`config.mk`:
```
export PLATFORM = sky130hd
export DESIGN_NAME = hazard_unit
export DESIGN_NICKNAME = d
export VERILOG_FILES = /design/src/rtl/hazard_unit.sv
export SDC_FILE = /design/constraint.sdc
export NUM_CORES = 1
export LEC_CHECK = 0
export ABC_AREA = 0
export BUFFER_PORTS_ARGS = -buffer_cell sky130_fd_sc_hd__buf_4
export CORE_ASPECT_RATIO = 2
export CORE_MARGIN = 3
export CORE_UTILIZATION = 25
export DETAILED_ROUTE_END_ITERATION = 10
export PLACE_DENSITY_LB_ADDON = 0.15
export SYNTH_ARGS = -nofsm -noshare
export SYNTH_HDL_FRONTEND = slang
export SYNTH_SLANG_ARGS = --single-unit
```
`constraint.sdc`:
```
create_clock -name clk -period 3.2 [get_ports clk]
set_input_delay 0.32 -clock clk [delete_from_list [all_inputs] [get_ports clk]]
set_output_delay 0.32 -clock clk [all_outputs]
set_load 0.01 [all_outputs]
```
`src/rtl/hazard_unit.sv`:
```
// Pipeline hazard unit: forwarding, load-use/branch stalls, and a wait-state FSM with timeout for the data memory.
// Optional performance counters are enabled by defining HAZARD_PERF_EN.
module hazard_unit #(
   parameter int MEM_TIMEOUT = 16,
   parameter int CNT_W       = 32
) (
   input  logic             clk,
   input  logic             reset,
   input  logic [4:0]       rsD,
   input  logic [4:0]       rtD,
   input  logic [4:0]       rsE,
   input  logic [4:0]       rtE,
   input  logic [4:0]       writeregE,
   input  logic [4:0]       writeregM,
   input  logic [4:0]       writeregW,
   input  logic             regwriteE,
   input  logic             regwriteM,
   input  logic             regwriteW,
   input  logic             memtoregE,
   input  logic             memtoregM,
   input  logic             branchD,
   input  logic             memreqM,
   input  logic             memreadyM,
   output logic             stallF,
   output logic             stallD,
   output logic             stallE,
   output logic             stallM,
   output logic             flushE,
   output logic             flushW,
   output logic             forwardAD,
   output logic             forwardBD,
   output logic [1:0]       forwardAE,
   output logic [1:0]       forwardBE,
   output logic             memerr,
   output logic [CNT_W-1:0] stall_cnt,
   output logic [CNT_W-1:0] flush_cnt
);

   typedef enum logic [1:0] {RUN, WAIT, ERR} state_t;

   localparam logic [7:0] WCNT_LAST = 8'(MEM_TIMEOUT - 1);

   state_t     state_q, state_d;
   logic [7:0] wcnt_q, wcnt_d;
   logic       memstall;
   logic       lwstall;
   logic       branchstall;

   // M-stage result takes priority over W-stage result; $0 never forwards.
   function automatic logic [1:0] fwd_sel(input logic [4:0] rs,
                                          input logic [4:0] wr_m, input logic rw_m,
                                          input logic [4:0] wr_w, input logic rw_w);
      logic [1:0] sel;
      sel = 2'b00;
      if (rs != 5'd0 && rs == wr_m && rw_m)      sel = 2'b10;
      else if (rs != 5'd0 && rs == wr_w && rw_w) sel = 2'b01;
      return sel;
   endfunction

   always_comb begin
      state_d  = state_q;
      wcnt_d   = wcnt_q;
      memstall = 1'b0;
      case (state_q)
         RUN: begin
            if (memreqM && !memreadyM) begin
               memstall = 1'b1;
               state_d  = WAIT;
               wcnt_d   = 8'd1;
            end
         end
         WAIT: begin
            if (memreadyM) begin
               state_d = RUN;
               wcnt_d  = 8'd0;
            end else begin
               memstall = 1'b1;
               wcnt_d   = wcnt_q + 8'd1;
               if (wcnt_q == WCNT_LAST) state_d = ERR;
            end
         end
         ERR: begin
            memstall = 1'b1;
         end
         default: begin
            state_d = RUN;
            wcnt_d  = 8'd0;
         end
      endcase
   end

   always_ff @(posedge clk) begin
      if (reset) begin
         state_q <= RUN;
         wcnt_q  <= 8'd0;
      end else begin
         state_q <= state_d;
         wcnt_q  <= wcnt_d;
      end
   end

   assign memerr = (state_q == ERR);

   assign lwstall     = memtoregE && (rtE == rsD || rtE == rtD);
   assign branchstall = branchD &&
                        ((regwriteE && (writeregE == rsD || writeregE == rtD)) ||
                         (memtoregM && (writeregM == rsD || writeregM == rtD)));

   // A memory stall freezes the whole pipe and masks the D-stage hazards.
   always_comb begin
      stallF    = 1'b0;
      stallD    = 1'b0;
      stallE    = 1'b0;
      stallM    = 1'b0;
      flushE    = 1'b0;
      flushW    = 1'b0;
      forwardAD = 1'b0;
      forwardBD = 1'b0;
      forwardAE = 2'b00;
      forwardBE = 2'b00;
      if (!reset) begin
         forwardAE = fwd_sel(rsE, writeregM, regwriteM, writeregW, regwriteW);
         forwardBE = fwd_sel(rtE, writeregM, regwriteM, writeregW, regwriteW);
         forwardAD = (rsD != 5'd0) && (rsD == writeregM) && regwriteM;
         forwardBD = (rtD != 5'd0) && (rtD == writeregM) && regwriteM;
         if (memstall) begin
            stallF = 1'b1;
            stallD = 1'b1;
            stallE = 1'b1;
            stallM = 1'b1;
            flushW = 1'b1;
         end else begin
            stallF = lwstall | branchstall;
            stallD = lwstall | branchstall;
            flushE = lwstall | branchstall;
         end
      end
   end

`ifdef HAZARD_PERF_EN
   logic [CNT_W-1:0] stall_cnt_q, stall_cnt_d;
   logic [CNT_W-1:0] flush_cnt_q, flush_cnt_d;

   always_comb begin
      stall_cnt_d = stall_cnt_q + {{(CNT_W-1){1'b0}}, stallF};
      flush_cnt_d = flush_cnt_q + {{(CNT_W-1){1'b0}}, (flushE | flushW)};
   end

   always_ff @(posedge clk) begin
      if (reset) begin
         stall_cnt_q <= '0;
         flush_cnt_q <= '0;
      end else begin
         stall_cnt_q <= stall_cnt_d;
         flush_cnt_q <= flush_cnt_d;
      end
   end

   assign stall_cnt = stall_cnt_q;
   assign flush_cnt = flush_cnt_q;
`else
   assign stall_cnt = '0;
   assign flush_cnt = '0;
`endif

endmodule

```
# Word level (Yosys, flattened, before mapping)
# Cells that the tools add are included.
[totals] ff_bits=10 in_bits=45 output_inout_bits=77
[classes] add_sub_neg=1 eq_ne=17 n_mux=24 bitwise_logic=2 reduce_logical=29
[ops] op="5-bit equality test" count=12
[ops] op="8-bit one-hot mux with 3 select lines" count=1
[ops] op="5-bit nonzero test" count=4
[ops] op="1-bit logical AND" count=17
[ops] op="8-bit two-way mux" count=2
[ops] op="2-bit two-way mux" count=7
[ops] op="1-bit two-way mux" count=12
[ops] op="8-bit by 1-bit adder with 8-bit output (second input constant)" count=1
[ops] op="8-bit by 4-bit equality test with 1-bit output (second input constant)" count=1
[ops] op="2-bit one-hot mux with 3 select lines" count=1
[ops] op="1-bit logical OR" count=4
[ops] op="3-bit != test (second input constant)" count=1
[ops] op="1-bit one-hot mux with 3 select lines" count=1
[ops] op="3-bit AND reduction" count=1
[ops] op="2-bit by 1-bit equality test with 1-bit output (second input constant)" count=1
[ops] op="2-bit equality test (second input constant)" count=1
[ops] op="2-bit zero test" count=1
[ops] op="2-bit != test (second input constant)" count=1
[ops] op="2-bit AND reduction" count=1
[ops] op="1-bit zero test" count=1
[ops] op="1-bit NOT" count=1
[ops] op="1-bit bitwise OR" count=1

# Logic depth before layout (Yosys ltp)
[depth] ltp_word=8 mapped_depth=7 ltp_nobuf=6

# Least setup slack after synthesis
# Ideal clock, no wire load.
[synth_timing] path_type="input to output" start="input rtE[2]" end="output forwardBE[0]" t_arrival_ps=1494 required_ps=2880 path_slack_ps=1386 path_stages=5 n_path_buf=1 path_cell_list="buf_2 or4_4 nor2_4 nor4_2 nor4_2"
[synth_between] elab_chain_cells=6 word_cells_on_any_way=10
[synth_lines] item="start: declaration" line="12" text="input logic [4:0] rtE,"
[synth_lines] item="5-bit equality test or 5-bit nonzero test (tied branches)" line="56, 55"
[synth_lines] item="1-bit logical AND (2 in a row)" line="56" text="else if (rs != 5'd0 && rs == wr_w && rw_w) sel = 2'b01;"
[synth_lines] item="1-bit two-way mux" line="56"
[synth_lines] item="2-bit two-way mux *" line="55" text="if (rs != 5'd0 && rs == wr_m && rw_m) sel = 2'b10;"
[synth_lines] item="2-bit two-way mux *" line="121" text="if (!reset) begin"
[synth_lines] item="end: declaration" line="33" text="output logic [1:0] forwardBE,"
# Mark *: on every way between the ends. The rest lies on a longest branch, timed or not.

# Worst setup path after layout
[layout_timing] start="input rtE[1]" end="output forwardBE[0]"
# Same word-level chain as after synthesis.

==> implementation parameters <==
Parameter                              Value

Flow run
  Max Cap Viol    0

Clocking
  H-tree level count    1
  CTS tree    yes
  Max clock buf depth    2
  Number of buffers inserted for hold repair after clock tree synthesis    0
  Quantity of gates resized following cts    0
  Total CTS buffers    3
  Number of sinks handled by clock tree synthesis    10
  Setup fix buffers added after clock tree synthesis    0
  Clock-pin slew on the worst setup and hold paths    40 ps
  Worst-Skew Late Latency    240 ps
  Root cell of the clock tree    sky130_fd_sc_hd__clkbuf_16

Logic synthesis
  Post-synthesis instance area    1700 sq um
  Number of enable flip-flop cells after synthesis    0
  Mapped Avg Cell Area    7.694 sq um
  Fraction of the yosys area taken by sequential cells    11.77%
  Asr flop ratio synth    0%
  Count of distinct cell types in the synthesized netlist    32
  Number of synthesized register bits    10
  Syn Inst Count    221
  Synth Flop Type    sky130_fd_sc_hd__dfxtp_1
  Number of warnings reported in the yosys synthesis log    0

Power and ir drop
  Leakage power of the design    0.0009071 uW
  Power per standard cell area    289.0 nW/um^2
  Fraction of power consumed by sequential logic    22.1%
  Logic pwr share    34.6%
  Psw    182.1 uW
  Clock power frac    43.2%
  Cell internal pwr    403.6 uW
  Switching share of power    31.10%
  Worst vdd rail ir drop    281.1 uV

Die
  Die Y    122.6 um
  Core ar.    6464 sq um
  Horizontal die dimension    64.32 um
  Count of boundary I/O pins    122
  Row count    41
  Starting density of the core    26.31%
  DIE AREA    7887 sq um

Detailed routing
  WL final    4.689 mm
  Via count    1430
  DR iter-0 viols    27
  Drt drc    0
  Total iterations of the first detailed-routing run    2
  Via-per-instance ratio    3.983
  Final antenna-violating net count    0
  Mean routed wirelength per cell    13.06 um

STA
  Max Slew Vio Count    0
  Final critical-path share of the clock period    60.73%
  Time the final worst path needs with I/O delays and setup    1943 ps
  Max_slew headroom    62.00%
  Slew at the pin closest to its max-slew limit    566.3 ps
  Unrepaired setup endpoints after global routing    false
  Number of endpoints failing setup at the final stage    0
  Total negative slack for setup checks    0 ps
  Final Hold Viols    0
  Post-Route Skew    3.123 ps
  FMAX    514.5 MHz

Worst setup path
  Reg-to-reg startpoint    state_q[1]$_SDFFE_PP0P_
  Crit-path max FO    5
  Launch point of the worst path    rtE[1]
  Arrival @ worst endpoint    1620 ps
  Crit path largest cell delay    570 ps
  Data required time at the worst endpoint    2880 ps
  Critical Path Source Type    primary input
  Kind of end point of the critical path    primary output
  Cells traversed along the worst timing path    buf_4 > or4_4 > nor2_4 > nor4_2 > nor4_2 > buf_4
  Slowest-stage cell, CP    sky130_fd_sc_hd__or4_4
  Worst setup path category    primary input to primary output

Final layout
  Net count, final    320
  Count of filler cells inserted in the layout    732
  Final Instance Count excl. Fillers    359
  Number of diodes added for antenna fixing    0
  Synth-to-Final Area Change    19.21%
  Area occupied by registers    200.2 sq um
  Combined area of the multi-input logic cells    1199 sq um
  Fraction of final layout cells sized beyond drive strength 1    24.54%

Placement
  Weighted congestion at the end of routability-driven global placement    0.7735
  Number of buffer cells added on primary ports    57
  Estimated wirelength of the detail-placed design    4.208 mm
  Cell count after placement    355

GRT
  Pin count of the biggest net entering global routing    8
  Total GRT Usage    11.77%
  Number of antenna violations at the first check in global routing    0
  Total grt overflow    0
  Wire length of the first global-routing pass    6.996 mm
  Number of global-route vias before repair    1437

Hold path
  Start point of the worst min-delay path    reset
  Hold WC Path Type    primary input to flop

Outcome
  Outcome    complete, no violations
## metal layers
layer,global-route usage [%],vias to the layer above,routed length (um)
met1,9.939,645,1404
met5,0,-,0
met3,1.648,10,323
met4,5.695,0,136
met2,25.13,73,2825
li1,-,702,-
## cell type report
| cell class | count | share of cell area (%) |
|---|---|---|
| Inverter | 1 | 0.1852 |
| Clock buffer | 4 | 4.383 |
| Multi-Input combinational cell | 201 | 59.14 |
| Sequential cell | 10 | 9.877 |
| Tap cell | 86 | 5.309 |
| Timing Repair Buffer | 57 | 21.11 |
## power groups by stage
stage / registers [uW] / clock network (uW) / logic (uW)
3_3_place_gp: 132 / 0 / 204
4_1_cts: 130 / 260 / 204
5_1_grt: 130 / 267 / 224
2_1_floorplan: 131 / 0 / 178
6_report: 130 / 253 / 203
3_5_place_dp: 132 / 0 / 204
## kinds of logic (layout without fill, tap and decap cells)
family | after synthesis | count (layout) | synth area share (%)
and+or+nand+nor | 69 | 69 | 22.59
other | 1 | 64 | 0.2205
muxes | 1 | 1 | 0.6622
adders and majority gates | 1 | 1 | 0.7357
buffers and inverters | 73 | 62 | 31.64
DFF | 10 | 10 | 11.77
xor gates and xnor gates | 56 | 56 | 28.84
AOI/OAI and AO/OA | 10 | 10 | 3.532
## registers in the layout, summed over array words and instances (netlist names)
register and cells:
state_q 2, wcnt_q 8
## layout by cell type, fill, tap and decap left out, types with 2 or more instances in the layout
| cell type | count |
|---|---|
| sky130_fd_sc_hd__conb_1 | 64 |
| sky130_fd_sc_hd__xnor2_1 | 37 |
| sky130_fd_sc_hd__and2_1 | 3 |
| sky130_fd_sc_hd__nand3_1 | 5 |
| sky130_fd_sc_hd__a21oi_1 | 4 |
| sky130_fd_sc_hd__nor2b_1 | 2 |
| sky130_fd_sc_hd__nand4_1 | 9 |
| sky130_fd_sc_hd__nor3_1 | 9 |
| sky130_fd_sc_hd__nor4_1 | 4 |
| sky130_fd_sc_hd__buf_4 | 57 |
| sky130_fd_sc_hd__nor2_1 | 15 |
| sky130_fd_sc_hd__xor2_1 | 19 |
| sky130_fd_sc_hd__or4_1 | 4 |
| sky130_fd_sc_hd__nand2_1 | 10 |
| sky130_fd_sc_hd__clkbuf_16 | 3 |
| sky130_fd_sc_hd__nor4_2 | 2 |
| sky130_fd_sc_hd__a21o_1 | 2 |
| sky130_fd_sc_hd__dfxtp_1 | 10 |
## metrics by stage
step | utilization [%] | instance area, sq um | power, uW | hold slack [ps] | worst slack (ps)
after CTS | 31.36 | 2027 | 593.9 | 297.4 | 1246
final | 31.36 | 2027 | 585.7 | 291.3 | 1257
after global routing | 31.36 | 2027 | 620.9 | 310.3 | 1139
after floorplan | - | 1937 | 309.2 | 391.5 | 1386
after detailed placement | 29.98 | 1938 | 335.4 | 492.3 | 1246
after global placement | 29.98 | 1938 | 335.9 | 491.9 | 1243
## path summary, 6_finish.rpt
kind / slack (ps) / endpoint / cells past startpoint
worst max register to register: 1730 / wcnt_q[7]$_SDFFE_PP0P_ / 5
worst min-delay path: 290 / wcnt_q[0]$_SDFFE_PP0P_ / 2
worst max-delay path: 1260 / forwardBE[0] / 6
worst min register to register: 490 / wcnt_q[1]$_SDFFE_PP0P_ / 2
## synthesized netlist by cell type, types with 2 or more instances
cell type / count / area (sq um)
sky130_fd_sc_hd__nor2_1: 15 / 56.30
sky130_fd_sc_hd__a21o_1: 2 / 15.01
sky130_fd_sc_hd__or4_1: 4 / 30.03
sky130_fd_sc_hd__nand2_1: 10 / 37.54
sky130_fd_sc_hd__and2_1: 3 / 18.77
sky130_fd_sc_hd__xor2_1: 19 / 166.4
sky130_fd_sc_hd__dfxtp_1: 10 / 200.2
sky130_fd_sc_hd__nand4_1: 9 / 56.30
sky130_fd_sc_hd__a21oi_1: 4 / 20.02
sky130_fd_sc_hd__nor3_1: 9 / 45.04
sky130_fd_sc_hd__nand3_1: 5 / 25.02
sky130_fd_sc_hd__buf_4: 67 / 503.0
sky130_fd_sc_hd__nor4_1: 4 / 25.02
sky130_fd_sc_hd__xnor2_1: 37 / 324.1
sky130_fd_sc_hd__nor4_2: 2 / 25.02
sky130_fd_sc_hd__nor2b_1: 2 / 12.51
sky130_fd_sc_hd__buf_2: 4 / 20.02
## worst max-delay path, delay by kind of cell
family	cells	cell delay, ps
and+or+nand+nor	4	1000
buffers and inverters	2	300
(Power assumes the default switching activity.)
